[src/rtl/dispatch_ctrl.sv]
// -----------------------------------------------------------------------------
// dispatch_ctrl
// Two-slot in-order dispatch stage. Holds an instruction pair (A older,
// B younger), assigns each one to a free reservation-station port of its
// class, tags it with a ROB entry and registers the grants toward the RS.
//
// RS port index map (rs_free / rs_valid / rs_data / rs_entry slices):
//   5 = complex0, 4 = complex1, 3 = simple0, 2 = simple1, 1 = fp0, 0 = fp1
//
// Optional feature macro: DISPATCH_SIMPLE_OVERFLOW_EN
//   defined   : simple instructions may fall back to complex1, then complex0
//   undefined : simple instructions use only simple1 / simple0
// -----------------------------------------------------------------------------
module dispatch_ctrl #(
   parameter  int DATA_W    = 114,
   parameter  int ROB_DEPTH = 16,
   localparam int ROB_AW    = $clog2(ROB_DEPTH)
) (
   input  logic                   clk,
   input  logic                   rst,
   input  logic                   flush,
   input  logic                   in_valid,
   output logic                   in_ready,
   input  logic [DATA_W-1:0]      inst_a_data,
   input  logic [DATA_W-1:0]      inst_b_data,
   input  logic [1:0]             inst_a_ctrl,
   input  logic [1:0]             inst_b_ctrl,
   input  logic [5:0]             rs_free,
   input  logic [1:0]             rob_retire_cnt,
   output logic [6*DATA_W-1:0]    rs_data,
   output logic [6*ROB_AW-1:0]    rs_entry,
   output logic [5:0]             rs_valid,
   output logic [ROB_AW-1:0]      rob_tail,
   output logic [ROB_AW:0]        rob_count,
   output logic                   stall_a,
   output logic                   stall_b
);

   // Instruction class carried in the 2-bit ctrl field.
   typedef enum logic [1:0] {
      CLS_NOP     = 2'b00,
      CLS_COMPLEX = 2'b01,
      CLS_FP      = 2'b10,
      CLS_SIMPLE  = 2'b11
   } cls_e;

   localparam int P_CPLX0 = 5;
   localparam int P_CPLX1 = 4;
   localparam int P_SIMP0 = 3;
   localparam int P_SIMP1 = 2;
   localparam int P_FP0   = 1;
   localparam int P_FP1   = 0;

   localparam logic [ROB_AW:0] L_ROB_FULL = (ROB_AW+1)'(ROB_DEPTH);

   // ---------------------------------------------------------------- state
   logic                r_a_valid;
   cls_e                r_a_cls;
   logic [DATA_W-1:0]   r_a_data;
   logic                r_b_valid;
   cls_e                r_b_cls;
   logic [DATA_W-1:0]   r_b_data;

   logic [5:0]          r_rs_valid;
   logic [DATA_W-1:0]   r_rs_data  [6];
   logic [ROB_AW-1:0]   r_rs_entry [6];

   logic [ROB_AW-1:0]   r_rob_tail;
   logic [ROB_AW:0]     r_rob_count;

   // ------------------------------------------------------------ decisions
   logic [5:0]          w_free_eff;
   logic [5:0]          w_a_gnt;
   logic [5:0]          w_b_gnt;
   logic                w_a_disp;
   logic                w_b_disp;
   logic                w_b_elig;
   logic [ROB_AW:0]     w_rob_after_a;
   logic [1:0]          w_disp_cnt;
   logic [ROB_AW-1:0]   w_b_tag;
   logic                w_slots_empty;
   logic [ROB_AW:0]     w_rob_sum;
   logic [ROB_AW:0]     w_retire;
   logic [ROB_AW:0]     w_rob_next;

   // One-hot grant of the highest-priority free port for a class.
   function automatic logic [5:0] f_pick(input cls_e cls, input logic [5:0] free);
      logic [5:0] g;
      g = '0;
      case (cls)
         CLS_COMPLEX: begin
            if (free[P_CPLX1])      g[P_CPLX1] = 1'b1;
            else if (free[P_CPLX0]) g[P_CPLX0] = 1'b1;
         end
         CLS_FP: begin
            if (free[P_FP1])        g[P_FP1] = 1'b1;
            else if (free[P_FP0])   g[P_FP0] = 1'b1;
         end
         CLS_SIMPLE: begin
`ifdef DISPATCH_SIMPLE_OVERFLOW_EN
            if (free[P_SIMP1])      g[P_SIMP1] = 1'b1;
            else if (free[P_SIMP0]) g[P_SIMP0] = 1'b1;
            else if (free[P_CPLX1]) g[P_CPLX1] = 1'b1;
            else if (free[P_CPLX0]) g[P_CPLX0] = 1'b1;
`else
            if (free[P_SIMP1])      g[P_SIMP1] = 1'b1;
            else if (free[P_SIMP0]) g[P_SIMP0] = 1'b1;
`endif
         end
         default: g = '0;
      endcase
      return g;
   endfunction

   // In-order allocation: A first, then B from the ports A left behind.
   always_comb begin
      // NOTE: every output of a combinational block gets a default first so no path leaves it unassigned (which would infer a latch).
      w_free_eff = rs_free & ~r_rs_valid;
      w_a_gnt    = '0;
      w_b_gnt    = '0;

      if (r_a_valid && (r_rob_count < L_ROB_FULL))
         w_a_gnt = f_pick(r_a_cls, w_free_eff);
      w_a_disp = |w_a_gnt;

      w_rob_after_a = r_rob_count + (ROB_AW+1)'(w_a_disp);
      w_b_elig      = r_b_valid && (!r_a_valid || w_a_disp) && (w_rob_after_a < L_ROB_FULL);
      if (w_b_elig)
         w_b_gnt = f_pick(r_b_cls, w_free_eff & ~w_a_gnt);
      w_b_disp = |w_b_gnt;

      w_disp_cnt    = {1'b0, w_a_disp} + {1'b0, w_b_disp};
      w_b_tag       = r_rob_tail + ROB_AW'(w_a_disp);
      w_slots_empty = (!r_a_valid || w_a_disp) && (!r_b_valid || w_b_disp);
   end

   // Next ROB occupancy: add dispatches, remove retirements, floor at zero.
   always_comb begin
      w_rob_sum  = r_rob_count + (ROB_AW+1)'(w_disp_cnt);
      w_retire   = (ROB_AW+1)'(rob_retire_cnt);
      w_rob_next = (w_rob_sum > w_retire) ? (w_rob_sum - w_retire) : '0;
   end

   // Slot A/B holding: load a new pair, shift B forward, or keep stalled ones.
   always_ff @(posedge clk) begin
      // NOTE: sequential state uses non-blocking assignments so every register samples the pre-edge values.
      if (rst || flush) begin
         r_a_valid <= 1'b0;
         r_b_valid <= 1'b0;
         r_a_cls   <= CLS_NOP;
         r_b_cls   <= CLS_NOP;
      end else if (w_slots_empty) begin
         r_a_valid <= in_valid && (inst_a_ctrl != 2'b00);
         r_b_valid <= in_valid && (inst_b_ctrl != 2'b00);
         r_a_cls   <= cls_e'(inst_a_ctrl);
         r_b_cls   <= cls_e'(inst_b_ctrl);
         r_a_data  <= inst_a_data;
         r_b_data  <= inst_b_data;
      end else if (w_a_disp) begin
         r_a_valid <= r_b_valid;
         r_a_cls   <= r_b_cls;
         r_a_data  <= r_b_data;
         r_b_valid <= 1'b0;
      end
   end

   // Registered grants toward the reservation stations (valid for one cycle).
   always_ff @(posedge clk) begin
      if (rst) begin
         r_rs_valid <= '0;
         // NOTE: the six grant slices are ordinary flops, not a RAM, so clearing them on reset is cheap and keeps outputs defined.
         for (int i = 0; i < 6; i++) begin
            r_rs_data[i]  <= '0;
            r_rs_entry[i] <= '0;
         end
      end else if (flush) begin
         r_rs_valid <= '0;
      end else begin
         r_rs_valid <= w_a_gnt | w_b_gnt;
         for (int i = 0; i < 6; i++) begin
            if (w_a_gnt[i]) begin
               r_rs_data[i]  <= r_a_data;
               r_rs_entry[i] <= r_rob_tail;
            end else if (w_b_gnt[i]) begin
               r_rs_data[i]  <= r_b_data;
               r_rs_entry[i] <= w_b_tag;
            end
         end
      end
   end

   // ROB allocation pointer and occupancy.
   always_ff @(posedge clk) begin
      if (rst || flush) begin
         r_rob_tail  <= '0;
         r_rob_count <= '0;
      end else begin
         r_rob_tail  <= r_rob_tail + ROB_AW'(w_disp_cnt);
         r_rob_count <= w_rob_next;
      end
   end

   // ------------------------------------------------------------- outputs
   assign in_ready  = w_slots_empty;
   assign stall_a   = r_a_valid & ~w_a_disp;
   assign stall_b   = r_b_valid & ~w_b_disp;
   assign rs_valid  = r_rs_valid;
   assign rob_tail  = r_rob_tail;
   assign rob_count = r_rob_count;

   for (genvar g = 0; g < 6; g++) begin : g_slice
      assign rs_data[g*DATA_W +: DATA_W] = r_rs_data[g];
      assign rs_entry[g*ROB_AW +: ROB_AW] = r_rs_entry[g];
   end

endmodule
[config.mk]
export PLATFORM = sky130hd
export DESIGN_NAME = dispatch_ctrl
export DESIGN_NICKNAME = d
export VERILOG_FILES = /design/src/rtl/dispatch_ctrl.sv
export SDC_FILE = /design/constraint.sdc
export NUM_CORES = 1
export LEC_CHECK = 0
export BUFFER_PORTS_ARGS = -buffer_cell sky130_fd_sc_hd__buf_2
export CORE_AREA = 2 2 380 382
export CTS_BUF_LIST = sky130_fd_sc_hd__clkbuf_8
export DETAILED_ROUTE_END_ITERATION = 10
export DIE_AREA = 0 0 382 384
export SYNTH_ARGS = -nofsm -noshare
export SYNTH_HDL_FRONTEND = slang
export SYNTH_SLANG_ARGS = --single-unit
[constraint.sdc]
create_clock -name clk -period 17.75 [get_ports clk]
set_input_delay 3.55 -clock clk [delete_from_list [all_inputs] [get_ports clk]]
set_output_delay 3.55 -clock clk [all_outputs]
set_load 0.01 [all_outputs]
==> flow_summary.toml, run 1 <==
[synthesis]
synthMuxAreaShare_pct = 3.51
synth-seq-cells = 957
synthCells = 2259
synth-seq-area-share_pct = 74.4
synth_edf_count = 936
synth_xor_area_share_pct = 0.251
yosys_warnings = 0
synth_compound_area_share_pct = 16.0
synth_area_um2 = 38300
ys.flop_type = "edfxtp_1"
synth-simple-area-share_pct = 2.66
yosys.area_share.adder_pct = 0.450
synth_nets = 2515
synth_top_family_by_area = "compound AO/OA/AOI/OAI gates"
ys_types = 58
syn_area_per_cell_um2 = 17.0
synth-async-reset-ratio_pct = 0

[cts]
clk_path_buf_depth = 3
clk_pin_slew_ps = 60
cts-root-buf = "clkbuf_8"
cts_made_buffers = 163
hold_buffers = 0
cts_tree = "built"
ctsHtreeMaxLevel = 4
clk_latency_ps = 880
cts.sinks = 957
cts_setup_buffers = 0
cts_resized = 0

[worst_setup_path]
crit_path_frequent_cell = "buf_2"
timing.rr.end = "r_rs_data[4][46]$_SDFFCE_PN0P_"
regToRegStartpoint = "rob_count[4]$_SDFF_PP0_"
reg2reg_slack_ps = 12880
cp-start-kind = "primary input"
cp_slowest_stage_delay_ps = 510
cpLargestDelayFamily = "simple AND/OR/NAND/NOR gates"
crit_type = "primary input to output port"
critPathArrivalTime_ps = 5810
critical-path-slowest-cell = "or3_1"
path_buf_inv = 3
path_cells = "buf_2 -> nand2b_1 -> a21boi_4 -> o31a_1 -> or3_1 -> o22a_4 -> inv_6 -> buf_2"
ff2ff_path_depth = 7
endpoint_kind = "output port"
critPathMaxFanout = 29
required_ps = 14200

[timing]
slew_violations = 0
timing.final.crit_period_ps = 9360
period_share_pct = 52.7
fmax_mhz = 107
final.setup.tns_ps = 0
finClkSkew_ps = 54.8
hold_viol = 0
setup_viol = 0
max_slew_margin_pct = 26.9
worstMarginPinSlew_ps = 1090
rsz0062_at_grt = "no"

[global_routing]
grt_pass1_wl_um = 207000
grt_max_degree = 110
gr-usage-all-layers_pct = 19.9
grt_overflow_total = 0
grt_pass1_vias = 26900
grt_antenna_before_repair = 30

[floorplanning]
fp.dieArea_um2 = 147000
fp-row-count = 139
num_io_pins = 970
initial_utilization_pct = 26.8
coreArea_um2 = 143000
die_x_um = 382
die_h_um = 384

[pwr]
pwr_density_cell_nw_per_um2 = 101
p_leak_uw = 0.0192
pwr-share-clk_pct = 39.3
switching_share_pct = 25.2
power.switching_uw = 1230
ir_drop_mv = 0.0612
power_uw = 4860
combPwrFrac_pct = 5.9
seq_power_share_pct = 54.8
p_int_uw = 3630

[placement]
dp_hpwl_um = 97100
io_buffer_count = 969
gp_congestion = 0.902
place_area_um2 = 45100

[drt]
dr.pass1.iters = 5
ant_nets = 0
viasPerCell = 5.27
wl_per_cell_um = 29.1
wirelength_um = 154000
drc = 0
first_iter_violations = 2998
via_count = 27900

[min_path]
hp-start = "r_b_cls[0]$_SDFFE_PP0P_"
min_path_type = "register to register"
worstHoldPathCells = 2
hold_end = "r_b_cls[0]$_SDFFE_PP0P_"

[cells_and_area]
drive_above_1_share_pct = 40.4
final_area_um2 = 48200
final_nets = 3514
syn_to_final_growth_pct = 25.8
n_fill_cell = 14000

[run_status]
status = "completed"

[flow_run]
cap_violations = 0
==> worst register-to-register path, stage by stage, from the launching register on <==
cell and delay [ps]:
dfxtp_1 410, nand4bb_1 440, a21oi_1 460, nor4_4 110, or4_1 850, nor2_4 590
or3_4 770, buf_4 740
==> synthesized netlist by cell type (all sizes together) (5+ instances only) <==
cell type,instances,area [um2]
a21o,6,45.0
a21oi,10,50.1
a22o,584,5110
buf,77,552
clkbuf,110,414
dfxtp,21,420
edfxtp,936,28100
ha,9,113
inv,15,58.8
mux2,116,1310
nand2,17,63.8
nand2b,10,62.6
nand3,6,30.0
nor2,135,529
nor2b,7,43.8
nor3,10,66.3
o21ai,8,40.0
o22ai,117,732
or2,6,37.5
or3,7,43.8
xnor2,6,52.6
xor2,5,43.8
==> power groups by stage <==
stage | Combinational, uW | Sequential, uW | Clock (uW)
2_1_floorplan | 93.5 | 2720 | 0
3_3_place_gp | 286 | 2700 | 0
3_5_place_dp | 289 | 2700 | 0
4_1_cts | 290 | 2660 | 1940
5_1_grt | 301 | 2670 | 2020
6_report | 288 | 2660 | 1910
==> cell type report <==
type                            count  area (um2)  share of cell area, %
Sequential cell                   957       28500                   59.2
Multi-Input combinational cell   1100        8890                   18.4
Timing Repair Buffer             1021        5290                   11.0
Tap cell                         1903        2380                   4.94
Clock buffer                      166        2280                   4.74
Clock inverter                    119         744                   1.54
Inverter                           15        61.3                  0.127
Antenna cell                       17        42.5                 0.0882
==> per-layer routing <==
| metal | up-vias | wire [um] | GRT usage [%] |
|---|---|---|---|
| li1 | 11300 | - | - |
| met1 | 14200 | 57700 | 24.5 |
| met2 | 1914 | 73300 | 32.0 |
| met4 | 22 | 7650 | 10.4 |
| met5 | - | 129 | 0 |
| met3 | 421 | 15300 | 5.34 |
==> cells in the final DEF (no fill, tap or decap), types with 13 or more instances in the layout <==
master,instances
a22o_1,584
nand2_1,17
buf_4,48
clkinv_2,13
nor2_1,128
dfxtp_1,21
edfxtp_1,936
inv_1,65
buf_2,969
mux2_2,109
clkbuf_8,166
o22ai_1,117
diode_2,17
clkinv_1,29
==> logic make-up (layout without fill, tap and decap cells) <==
family | Yosys count | in the layout
mux | 120 | 120
xor+xnor | 11 | 11
flops | 957 | 957
simple gates | 214 | 214
compound gates | 743 | 743
fa+ha+maj | 12 | 12
other cells | 0 | 17
buf+inv | 202 | 1321
==> registers in the layout, summed over array words and instances, names as in the netlist <==
register	count
r_b_data	114
rob_count	5
r_a_valid	1
r_b_valid	1
rs_valid	6
r_rs_entry	24
r_a_data	114
r_b_cls	2
rob_tail	4
r_a_cls	2
r_rs_data	684
==> worst max path at each step <==
stage                          start                    end  cells after the start
after global routing      rs_free[0]               in_ready                      8
after CTS                 rs_free[0]               in_ready                      8
after floorplan           rs_free[0]  r_a_data[0]$_DFFE_PP_                      8
after detailed placement  rs_free[0]               in_ready                      8
final                     rs_free[0]               in_ready                      8
after global placement    rs_free[0]               in_ready                      8
==> through the flow <==
stage               worst slack, ps  hold WS [ps]  instances  utilization (%)
CTS                            8390           578       5281             33.7
global route                   8300           602       5295             33.8
detailed placement             8410           570       4996             31.6
global placement               8450           559       4996             31.6
finish                         8390           596       5298             33.8
floorplan                      3730           477       2259                -
(Power assumes the default switching activity.)
==> run 2, diff against run 1 <==
--- a/config.mk
+++ b/config.mk
@@ -6,10 +6,10 @@
 export NUM_CORES = 1
 export LEC_CHECK = 0
 export BUFFER_PORTS_ARGS = -buffer_cell sky130_fd_sc_hd__buf_2
-export CORE_AREA = 2 2 380 382
+export CORE_AREA = 2 2 376 378
 export CTS_BUF_LIST = sky130_fd_sc_hd__clkbuf_8
 export DETAILED_ROUTE_END_ITERATION = 10
-export DIE_AREA = 0 0 382 384
+export DIE_AREA = 0 0 378 380
 export SYNTH_ARGS = -nofsm -noshare
 export SYNTH_HDL_FRONTEND = slang
 export SYNTH_SLANG_ARGS = --single-unit
==> constraint.sdc (replaced) <==
create_clock -name clk -period 8.6 [get_ports clk]
set_input_delay 1.72 -clock clk [delete_from_list [all_inputs] [get_ports clk]]
set_output_delay 1.72 -clock clk [all_outputs]
set_load 0.01 [all_outputs]
==> flow_summary.toml, run 2 (synthesized netlist as in run 1, its figures left out) <==
[run_status]
status = "completed"

[worst_setup_path]
endpoint_kind = "output port"
critPathArrivalTime_ps = 4110
crit_type = "primary input to output port"
required_ps = 6880
critPathMaxFanout = 38
cp-start-kind = "primary input"
ff2ff_path_depth = 8

[floorplanning]
initial_utilization_pct = 27.5
coreArea_um2 = 139000
num_io_pins = 970
die_h_um = 380
fp.dieArea_um2 = 144000
fp-row-count = 137
die_x_um = 378

[timing]
max_slew_margin_pct = 25.3
timing.final.crit_period_ps = 5830
setup_ws_ps = 2770
setup_viol = 0
slew_violations = 0
rsz0062_at_grt = "no"
final.setup.tns_ps = 0
finClkSkew_ps = 34.8
worstMarginPinSlew_ps = 1120
hold_viol = 0
fmax_mhz = 172
period_share_pct = 67.8

[drt]
dr.pass1.iters = 8
drc = 0
wirelength_um = 156000
viasPerCell = 5.28
via_count = 27800
first_iter_violations = 3176
wl_per_cell_um = 29.6
ant_nets = 0

[pwr]
p_int_uw = 7430
pwr-share-clk_pct = 38.6
p_leak_uw = 0.0192
pwr_density_cell_nw_per_um2 = 206
switching_share_pct = 25.1
combPwrFrac_pct = 6.0
seq_power_share_pct = 55.4
ir_drop_mv = 0.119
power.switching_uw = 2490

[cells_and_area]
n_fill_cell = 13700
multiInputGateArea_um2 = 8890
layout_common_cells = "buf_2, edfxtp_1, a22o_1"
largest_reg_flops = 684
final_area_um2 = 48200
syn_to_final_growth_pct = 25.7
regArea_um2 = 28500
largest-register = "r_rs_data"
drive_above_1_share_pct = 40.2
final_common_cell = "buf_2"
final_nets = 3512
reg.largest.list = "r_rs_data x684, r_a_data x114, r_b_data x114"

[global_routing]
grt_pass1_wl_um = 211000
grt_pass1_vias = 26900
grt_max_degree = 121
grt-busiest-layer = "met2"
grtUsageMet3_pct = 5.99
grt_overflow_total = 0
use_met2_pct = 34.0
grt.met1_usage_pct = 25.4
grt_antenna_before_repair = 24
gr-usage-all-layers_pct = 20.8

[cts]
cts_tree = "built"
cts.sinks = 957
cts_resized = 0
clk_latency_ps = 860
clk_path_buf_depth = 3
ctsHtreeMaxLevel = 4
hold_buffers = 0
cts_made_buffers = 164
cts-root-buf = "clkbuf_8"
clk_pin_slew_ps = 50
cts_setup_buffers = 0

[placement]
gp_congestion = 0.883
dp_slack_ps = 2370
place_area_um2 = 45200
dp_hpwl_um = 97300
io_buffer_count = 969

[min_path]
worstHoldPathCells = 2
min_path_type = "register to register"

[flow_run]
cap_violations = 0
[run 2: worst paths after layout]
path	from	end	slack [ps]
max reg2reg	rob_count[4]$_SDFF_PP0_	r_rs_data[2][7]$_SDFFCE_PN0P_	3700
max	rs_free[0]	in_ready	2770
min	r_b_cls[0]$_SDFFE_PP0P_	r_b_cls[0]$_SDFFE_PP0P_	560
min reg2reg	r_b_cls[0]$_SDFFE_PP0P_	r_b_cls[0]$_SDFFE_PP0P_	560
[run 2: through the flow]
stage	util [%]	hold slack (ps)	std cells	power (uW)
after detailed placement	32.5	549	4966	6180
after floorplan	-	477	2259	5800
after CTS	34.6	557	5251	10000
after global routing	34.6	586	5263	10200
after global placement	32.5	532	4966	6180
final	34.6	561	5268	9920
[run 2: cell type report]
type,count,share of cell area [%]
clock buffers,173,4.94
flip-flops and latches,957,59.2
inverters,15,0.127
well taps,1876,4.87
multi-input cells,1100,18.4
repair buffers,1018,11.2
clock inverters,112,1.15
diodes,17,0.0883
[run 2: critical path, cell delays in order]
cell,delay (ps)
buf_2,110
nand2b_1,320
a21boi_4,120
o31a_1,340
or3_1,510
o22a_4,310
inv_6,420
buf_2,230
[run 2: per-layer routing]
layer	vias up	wire [um]	part of all wire (%)
met2	1910	75600	48
li1	11300	-	-
met4	18	6160	3.9
met5	-	100	0.064
met3	365	16300	10
met1	14100	57900	37
[run 2: power groups by stage]
stage / Sequential [uW] / Clock (uW) / Combinational, uW
floorplan: 5610 / 0 / 194
global placement: 5580 / 0 / 595
detailed placement: 5580 / 0 / 600
CTS: 5490 / 3910 / 602
global route: 5510 / 4100 / 624
finish: 5500 / 3830 / 597
